File: src/rtl/alu_arbiter.sv
// Shares one 8-bit ALU between two requesters: request handshake -> one EXEC cycle -> held response.
// Arbitration: ALU_ARB_ROUND_ROBIN_EN defined selects round-robin, otherwise requester 0 has fixed priority.
module alu_arbiter (
  input  logic        Clk,
  input  logic        Reset,
  input  logic [1:0]  ReqValid,
  output logic [1:0]  ReqReady,
  input  logic [15:0] ReqA,
  input  logic [15:0] ReqB,
  input  logic [5:0]  ReqOpcode,
  input  logic [3:0]  ReqFunctionCode,
  output logic [1:0]  RespValid,
  input  logic [1:0]  RespReady,
  output logic [7:0]  RespO,
  output logic        RespOverflow,
  output logic        RespIllegal,
  output logic [7:0]  AluA,
  output logic [7:0]  AluB,
  output logic [2:0]  AluOpcode,
  output logic [1:0]  AluFunctionCode,
  output logic        AluEnable,
  input  logic [7:0]  AluO,
  input  logic        AluOverflow,
  output logic [1:0]  DbgState
);

  // Handshakes: a transfer happens on the rising edge where both valid and
  // ready of the same bit are high; valid never waits on ready.
  localparam logic [1:0] ST_IDLE = 2'b00;
  localparam logic [1:0] ST_EXEC = 2'b01;
  localparam logic [1:0] ST_RESP = 2'b10;

  logic [1:0] state_q, state_d;
  logic       grant_q, grant_d;
  logic [7:0] a_q, a_d;
  logic [7:0] b_q, b_d;
  logic [2:0] op_q, op_d;
  logic [1:0] fc_q, fc_d;
  logic [7:0] o_q, o_d;
  logic       ovf_q, ovf_d;
  logic       ill_q, ill_d;

  logic       win;
  logic       in_idle;
  logic       in_exec;
  logic       in_resp;
  logic       req_fire;
  logic       resp_fire;
  logic       op_legal;
  logic [7:0] sel_a;
  logic [7:0] sel_b;
  logic [2:0] sel_op;
  logic [1:0] sel_fc;

  assign in_idle = (state_q == ST_IDLE);
  assign in_exec = (state_q == ST_EXEC);
  assign in_resp = (state_q == ST_RESP);

`ifdef ALU_ARB_ROUND_ROBIN_EN
  logic ptr_q, ptr_d;

  // On a tie the pointer decides; a lone requester always wins.
  always_comb begin
    win = (ReqValid == 2'b11) ? ptr_q : ReqValid[1];
  end

  always_comb begin
    ptr_d = ptr_q;
    if (resp_fire) begin
      ptr_d = ~grant_q;
    end
  end

  always_ff @(posedge Clk) begin
    if (Reset) begin
      ptr_q <= 1'b0;
    end else begin
      ptr_q <= ptr_d;
    end
  end
`else
  always_comb begin
    win = ~ReqValid[0];
  end
`endif

  always_comb begin
    ReqReady = 2'b00;
    if (in_idle && !Reset && (ReqValid != 2'b00)) begin
      ReqReady = win ? 2'b10 : 2'b01;
    end
  end

  assign req_fire  = (ReqValid & ReqReady) != 2'b00;
  assign resp_fire = in_resp && RespReady[grant_q];
  assign op_legal  = (op_q[2:1] == 2'b00);

  assign sel_a  = win ? ReqA[15:8] : ReqA[7:0];
  assign sel_b  = win ? ReqB[15:8] : ReqB[7:0];
  assign sel_op = win ? ReqOpcode[5:3] : ReqOpcode[2:0];
  assign sel_fc = win ? ReqFunctionCode[3:2] : ReqFunctionCode[1:0];

  always_comb begin
    state_d = state_q;
    grant_d = grant_q;
    a_d     = a_q;
    b_d     = b_q;
    op_d    = op_q;
    fc_d    = fc_q;
    o_d     = o_q;
    ovf_d   = ovf_q;
    ill_d   = ill_q;
    case (state_q)
      ST_IDLE: begin
        if (req_fire) begin
          grant_d = win;
          a_d     = sel_a;
          b_d     = sel_b;
          op_d    = sel_op;
          fc_d    = sel_fc;
          state_d = ST_EXEC;
        end
      end
      ST_EXEC: begin
        // Unknown opcodes never trust the ALU outputs.
        o_d     = op_legal ? AluO : 8'h00;
        ovf_d   = op_legal ? AluOverflow : 1'b0;
        ill_d   = ~op_legal;
        state_d = ST_RESP;
      end
      ST_RESP: begin
        if (resp_fire) begin
          state_d = ST_IDLE;
        end
      end
      default: begin
        state_d = ST_IDLE;
      end
    endcase
  end

  always_ff @(posedge Clk) begin
    if (Reset) begin
      state_q <= ST_IDLE;
      grant_q <= 1'b0;
      a_q     <= 8'h00;
      b_q     <= 8'h00;
      op_q    <= 3'b000;
      fc_q    <= 2'b00;
      o_q     <= 8'h00;
      ovf_q   <= 1'b0;
      ill_q   <= 1'b0;
    end else begin
      state_q <= state_d;
      grant_q <= grant_d;
      a_q     <= a_d;
      b_q     <= b_d;
      op_q    <= op_d;
      fc_q    <= fc_d;
      o_q     <= o_d;
      ovf_q   <= ovf_d;
      ill_q   <= ill_d;
    end
  end

  // The ALU only sees non-zero stimulus during its single execute cycle.
  assign AluEnable       = in_exec;
  assign AluA            = in_exec ? a_q  : 8'h00;
  assign AluB            = in_exec ? b_q  : 8'h00;
  assign AluOpcode       = in_exec ? op_q : 3'b000;
  assign AluFunctionCode = in_exec ? fc_q : 2'b00;

  always_comb begin
    RespValid = 2'b00;
    if (in_resp) begin
      RespValid = grant_q ? 2'b10 : 2'b01;
    end
  end

  assign RespO        = o_q;
  assign RespOverflow = ovf_q;
  assign RespIllegal  = ill_q;
  assign DbgState     = state_q;

endmodule

File: config.mk
export PLATFORM = sky130hd
export DESIGN_NAME = alu_arbiter
export DESIGN_NICKNAME = d
export VERILOG_FILES = /design/src/rtl/alu_arbiter.sv
export SDC_FILE = /design/constraint.sdc
export NUM_CORES = 1
export LEC_CHECK = 0
export ABC_AREA = 1
export ABC_CLOCK_PERIOD_IN_PS = 1400
export CAP_MARGIN = 15
export CORE_MARGIN = 8
export CORE_UTILIZATION = 38
export CTS_CLUSTER_DIAMETER = 30
export DETAILED_ROUTE_END_ITERATION = 10
export PLACE_DENSITY = 0.79
export SLEW_MARGIN = 0
export SYNTH_ARGS = -nofsm -noshare
export SYNTH_HDL_FRONTEND = slang
export SYNTH_SLANG_ARGS = --single-unit
export TNS_END_PERCENT = 30
File: constraint.sdc
create_clock -name Clk -period 1.4 [get_ports Clk]
set_clock_uncertainty 0.05 [all_clocks]
set_input_delay 0.28 -clock Clk [delete_from_list [all_inputs] [get_ports Clk]]
set_output_delay 0.28 -clock Clk [all_outputs]
set_load 0.05 [all_outputs]
Word level (Yosys, flattened, before mapping)
Cells that the tools add are included.
{"block": "op_classes", "eq_ne": 4, "muxes": 19, "reduce_logical": 10, "order_cmp": 1, "bitwise": 3}
{"op": "8-bit 2-to-1 mux", "count": 5}
{"op": "2-bit 2-to-1 mux", "count": 8}
{"op": "3-bit 2-to-1 mux", "count": 2}
{"op": "2-bit one-hot mux with 3 select lines", "count": 1}
{"op": "2-bit zero test", "count": 2}
{"op": "2-bit by 1-bit != test with 1-bit output (second input constant)", "count": 2}
{"op": "2-bit AND reduction", "count": 2}
{"op": "2-bit nonzero test", "count": 2}
{"op": "1-bit logical AND", "count": 3}
{"op": "1-bit 2-to-1 mux", "count": 3}
{"op": "2-bit bitwise AND", "count": 1}
{"op": "2-bit by 1-bit == test with 1-bit output (second input constant)", "count": 1}
{"op": "2-bit == test (second input constant)", "count": 1}
{"op": "1-bit by 2-bit < comparator with 1-bit output (second input constant)", "count": 1}
{"op": "1-bit NOT", "count": 2}
{"op": "1-bit zero test", "count": 1}
{"block": "word_totals", "inputBits": 57, "wordCells": 46, "reg_bits": 34, "output_inout_bits": 38}

Depth between registers and ports, before layout
{"block": "depth", "depth_word": 8, "mapped_depth": 6, "mapped_depth_nobuf": 6}

Least setup slack after synthesis
OpenSTA, ideal clock, no wires.
{"block": "synth_path", "kind": "reg2out", "from": "reg state_q[0], in the netlist DbgState[0]", "to": "out AluA[0]", "required_time_ns": 1.070, "path_buffers": 1, "path_stages_with_launch": 4, "arrival_time_ns": 1.786, "slack_ns": -0.716, "path_cell_list": "dfxtp_1 > nand2_1 > clkbuf_1 > nor2_1"}
{"block": "synth_via", "elab_chain_cells": 2}
{"item": "from (decl)", "line_no": "33", "text": "logic [1:0] state_q, state_d;"}
{"item": "from (signal assigned)", "line_no": "154", "text": "state_q <= state_d;"}
{"item": "2-bit by 1-bit == test with 1-bit output", "line_no": "56", "text": "assign in_exec = (state_q == ST_EXEC);"}
{"item": "8-bit 2-to-1 mux", "line_no": "168", "text": "assign AluA = in_exec ? a_q : 8'h00;"}
{"item": "to (decl)", "line_no": "17", "text": "output logic [7:0] AluA,"}
Every way passes these cells.

Final worst setup path
{"block": "layout_path", "from": "reg state_q[1], in the netlist DbgState[1]", "to": "out AluA[7]"}
The elaborated chain is that of the path after synthesis.

==> impl_metrics.toml <==
[outcome]
run_status = "complete, but fails checks"
violations = "negative setup slack"

[final_layout]
n_fill_cell = 278
register_area_um2 = 688.2
layout-drive-gt1-share = 0.2791
final_core_util = 0.8203
num_antenna_cells = 0
post_layout_net_count = 444
area_added_between_synthesis_and_finish_pct = 108.6
multiInputGateArea_um2 = 1036

[critical_path]
worst_r2r_endpoint = "b_q[7]$_SDFFE_PP0P_"
worst-endpoint-required_ps = 1070
crit_type = "reg -> out"
r2r-start = "DbgState[0]$_SDFFE_PP0P_"
timing.reg2reg.setup_slack_ps = 80
timing.critical_path.from = "DbgState[1]$_SDFFE_PP0P_"
worstPathMaxFanout = 7
r2r_cells = 6
cp.buffers_inverters = 3
cp_cell_sequence = "inv_6 -> nand2_8 -> buf_12 -> nor2_4 -> buf_12"
critical_path.slowest_cell = "sky130_fd_sc_hd__dfxtp_4"
path_common_cell = "sky130_fd_sc_hd__buf_12"
worstSetupPathDepth = 5
critPathLaunchType = "flip-flop"
cp_slowest_stage_delay_ps = 370
crit_path_end = "AluA[7]"
end_kind = "output pin"
worst_path_dominant_cell_family = "buffers and inverters"
worstPathArrival_ps = 1240

[timing]
slew_viol_final = 0
max_clock_freq_mhz = 638.2
timing.final.crit_share = 1.119
hold_ws_ps = 413.3
setup_slack_ps = -166.8
setup_viol = 26
final.setup.tns_ps = -3835
slew-limit-headroom = 0.7698
min_period_ps = 1567
worst_slew_pin_slew_ps = 345.3
report.final.hold_viol_count = 0
setup_repair_after_global_routing_missed_its_margin = "yes"

[global_route]
grt_max_degree = 32
via_count_of_the_first_global_routing_pass = 2177
globalRouteOverflowTotal = 0
grt_use_total = 0.1821
grt_antenna_before_repair = 0
global_route_wire_length_before_repair_um = 10430

[logic_synthesis]
syn_area_per_cell_um2 = 6.116
netlist_instances = 278
synth.distinct_cells = 14
synth.ff_latch_count = 34
netlist_area_um2 = 1700
postSynthNetCount = 335
sequential_share_of_the_synthesized_area = 0.4003
synth.largest_area_cell = "sky130_fd_sc_hd__dfxtp_1"
synthTopCellsByArea = "sky130_fd_sc_hd__dfxtp_1 (40%), sky130_fd_sc_hd__nand2_1 (24%), sky130_fd_sc_hd__a21oi_1 (9.1%)"
synth.yosys.warnings = 0
synth.top_cell.area_share = 0.4003

[routing]
detail_route.wirelength_um = 6692
final_antenna_net_count = 0
overall_via_count_from_detail_route = 2153
drtPass1Iterations = 4
wl_per_cell_um = 15.24
remaining_drc_errors = 0
viasPerCell = 4.904
drt_first_iter_violations = 97

[run]
number_of_maximum_capacitance_constraint_violations = 0

[floorplanning]
die_w_um = 82.90
initial_standard_cell_utilization_of_the_core = 0.3932
io_pins = 95
die_height_um = 82.90
placement_rows = 24
fp.dieArea_um2 = 6872
placeableCoreArea_um2 = 4324

[placed_design]
dp_hpwl_um = 4765
gp_routability_congestion = 0.7640
io_buffer_count = 94

[cts]
clock_root_buffer = "sky130_fd_sc_hd__clkbuf_8"
cts_tree = "built"
cts-root-to-sink-buffers = 2
tritoncts.num_buffers = 5
clock_edge_transition_at_the_registers_on_the_reported_setup_and_hold_paths_ps = 70
clk-insertion-delay-late_ps = 290
htreeDepth = 2
cts.sinks = 34

[pwr]
leakage_power_summed_over_all_cells_nw = 1.424
cellPowerDensity_nw_per_um2 = 816.1
peakVddDrop_mv = 0.5459

[hold_path]
min-delay-path-class = "reg -> reg"
worst register-to-register path: stages, from the launching register on:
cell and delay (ps):
sky130_fd_sc_hd__dfxtp_4 380, sky130_fd_sc_hd__inv_1 70, sky130_fd_sc_hd__nand2_2 60, sky130_fd_sc_hd__nor2_4 110
sky130_fd_sc_hd__buf_4 270, sky130_fd_sc_hd__nand3_1 130, sky130_fd_sc_hd__a21oi_1 170
routing by layer:
layer | track usage | vias up | part of all wire
li1 | - | 1065 | -
met1 | 0.1849 | 986 | 0.36
met2 | 0.3190 | 82 | 0.54
met3 | 0.05371 | 20 | 0.064
met4 | 0.1134 | 0 | 0.038
met5 | 0 | - | 0
flip-flops by register name, indices dropped and copies added, names as in the netlist:
name / flops
DbgState: 2
b_q: 8
fc_q: 2
RespO: 8
grant_q: 1
op_q: 3
a_q: 8
RespIllegal: 1
RespOverflow: 1
cells in the final DEF (no fill, tap or decap):
| cell | instances |
|---|---|
| sky130_fd_sc_hd__nand2_1 | 106 |
| sky130_fd_sc_hd__clkdlybuf4s50_1 | 54 |
| sky130_fd_sc_hd__buf_12 | 39 |
| sky130_fd_sc_hd__dfxtp_1 | 32 |
| sky130_fd_sc_hd__a21oi_1 | 31 |
| sky130_fd_sc_hd__nor2_4 | 26 |
| sky130_fd_sc_hd__inv_1 | 25 |
| sky130_fd_sc_hd__nand3_1 | 22 |
| sky130_fd_sc_hd__buf_4 | 17 |
| sky130_fd_sc_hd__inv_2 | 5 |
| sky130_fd_sc_hd__clkbuf_8 | 5 |
| sky130_fd_sc_hd__buf_6 | 4 |
| sky130_fd_sc_hd__nor2_1 | 3 |
| sky130_fd_sc_hd__dfxtp_4 | 2 |
| sky130_fd_sc_hd__nand2_2 | 2 |
| sky130_fd_sc_hd__nand3_2 | 2 |
| sky130_fd_sc_hd__o21ai_0 | 2 |
| sky130_fd_sc_hd__clkbuf_1 | 2 |
| sky130_fd_sc_hd__dlygate4sd2_1 | 2 |
| sky130_fd_sc_hd__inv_6 | 1 |
| sky130_fd_sc_hd__nand2_8 | 1 |
| sky130_fd_sc_hd__inv_4 | 1 |
| sky130_fd_sc_hd__nor2_2 | 1 |
| sky130_fd_sc_hd__buf_16 | 1 |
| sky130_fd_sc_hd__buf_8 | 1 |
cell families after synthesis:
logic type,Yosys count,synth area share
compound gates,33,0.09713
simple gates,163,0.3863
flops,34,0.4003
buf+inv,48,0.1163
power by group:
part	leakage, nW	internal (mW)	total [mW]	switching (mW)
sequential	0.279	1.04	1.10	0.0602
combinational	1.11	0.528	1.10	0.575
clock	0.0383	0.343	0.697	0.355
per-stage QoR:
step | cell area, um2 | cells | total power [mW] | setup slack (ps)
6_report | 3547 | 439 | 2.895 | -166.8
5_1_grt | 3547 | 439 | 3.034 | -227.8
4_1_cts | 3497 | 436 | 2.856 | -180.0
3_5_place_dp | 3302 | 424 | 2.100 | -264.1
3_3_place_gp | 3302 | 424 | 2.080 | -239.6
2_1_floorplan | 1904 | 278 | 1.629 | -24.63
synthesized netlist by cell type:
cell type and number:
sky130_fd_sc_hd__inv_1 31, sky130_fd_sc_hd__a21oi_1 31, sky130_fd_sc_hd__nor2_2 1, sky130_fd_sc_hd__nor2_4 1, sky130_fd_sc_hd__inv_2 1, sky130_fd_sc_hd__nand3_1 23
sky130_fd_sc_hd__o21ai_0 2, sky130_fd_sc_hd__buf_2 8, sky130_fd_sc_hd__nand2_1 109, sky130_fd_sc_hd__clkbuf_1 6, sky130_fd_sc_hd__nand3_2 1, sky130_fd_sc_hd__buf_4 2
sky130_fd_sc_hd__nor2_1 28, sky130_fd_sc_hd__dfxtp_1 34
final cells by class:
class,instances,area share
Clock buffer,7,0.02152
Inverter,32,0.03598
Tap cell,52,0.01834
Multi-Input combinational cell,196,0.2921
Timing Repair Buffer,118,0.4381
Sequential cell,34,0.1940
how the worst min path moves through the flow:
stage                               startpoint                   end  cells after the start
after floorplan                          Reset   a_q[0]$_SDFFE_PP0P_                      1
after global placement     b_q[7]$_SDFFE_PP0P_   b_q[7]$_SDFFE_PP0P_                      2
after detailed placement   b_q[2]$_SDFFE_PP0P_   b_q[2]$_SDFFE_PP0P_                      2
after CTS                  b_q[2]$_SDFFE_PP0P_   b_q[2]$_SDFFE_PP0P_                      2
after global routing      op_q[2]$_SDFFE_PP0P_  op_q[2]$_SDFFE_PP0P_                      2
final                      b_q[2]$_SDFFE_PP0P_   b_q[2]$_SDFFE_PP0P_                      2
repair_timing:
action | 4_1_cts | 5_1_grt
gates cloned | 1 | 0
setup endpoints to repair | 31 | 35
setup buffers | 4 | 3
hold buffers | 0 | 0
pin swaps | 6 | 3
gates resized for setup | 23 | 8
No activity file was read; power rests on OpenSTA's default activity.
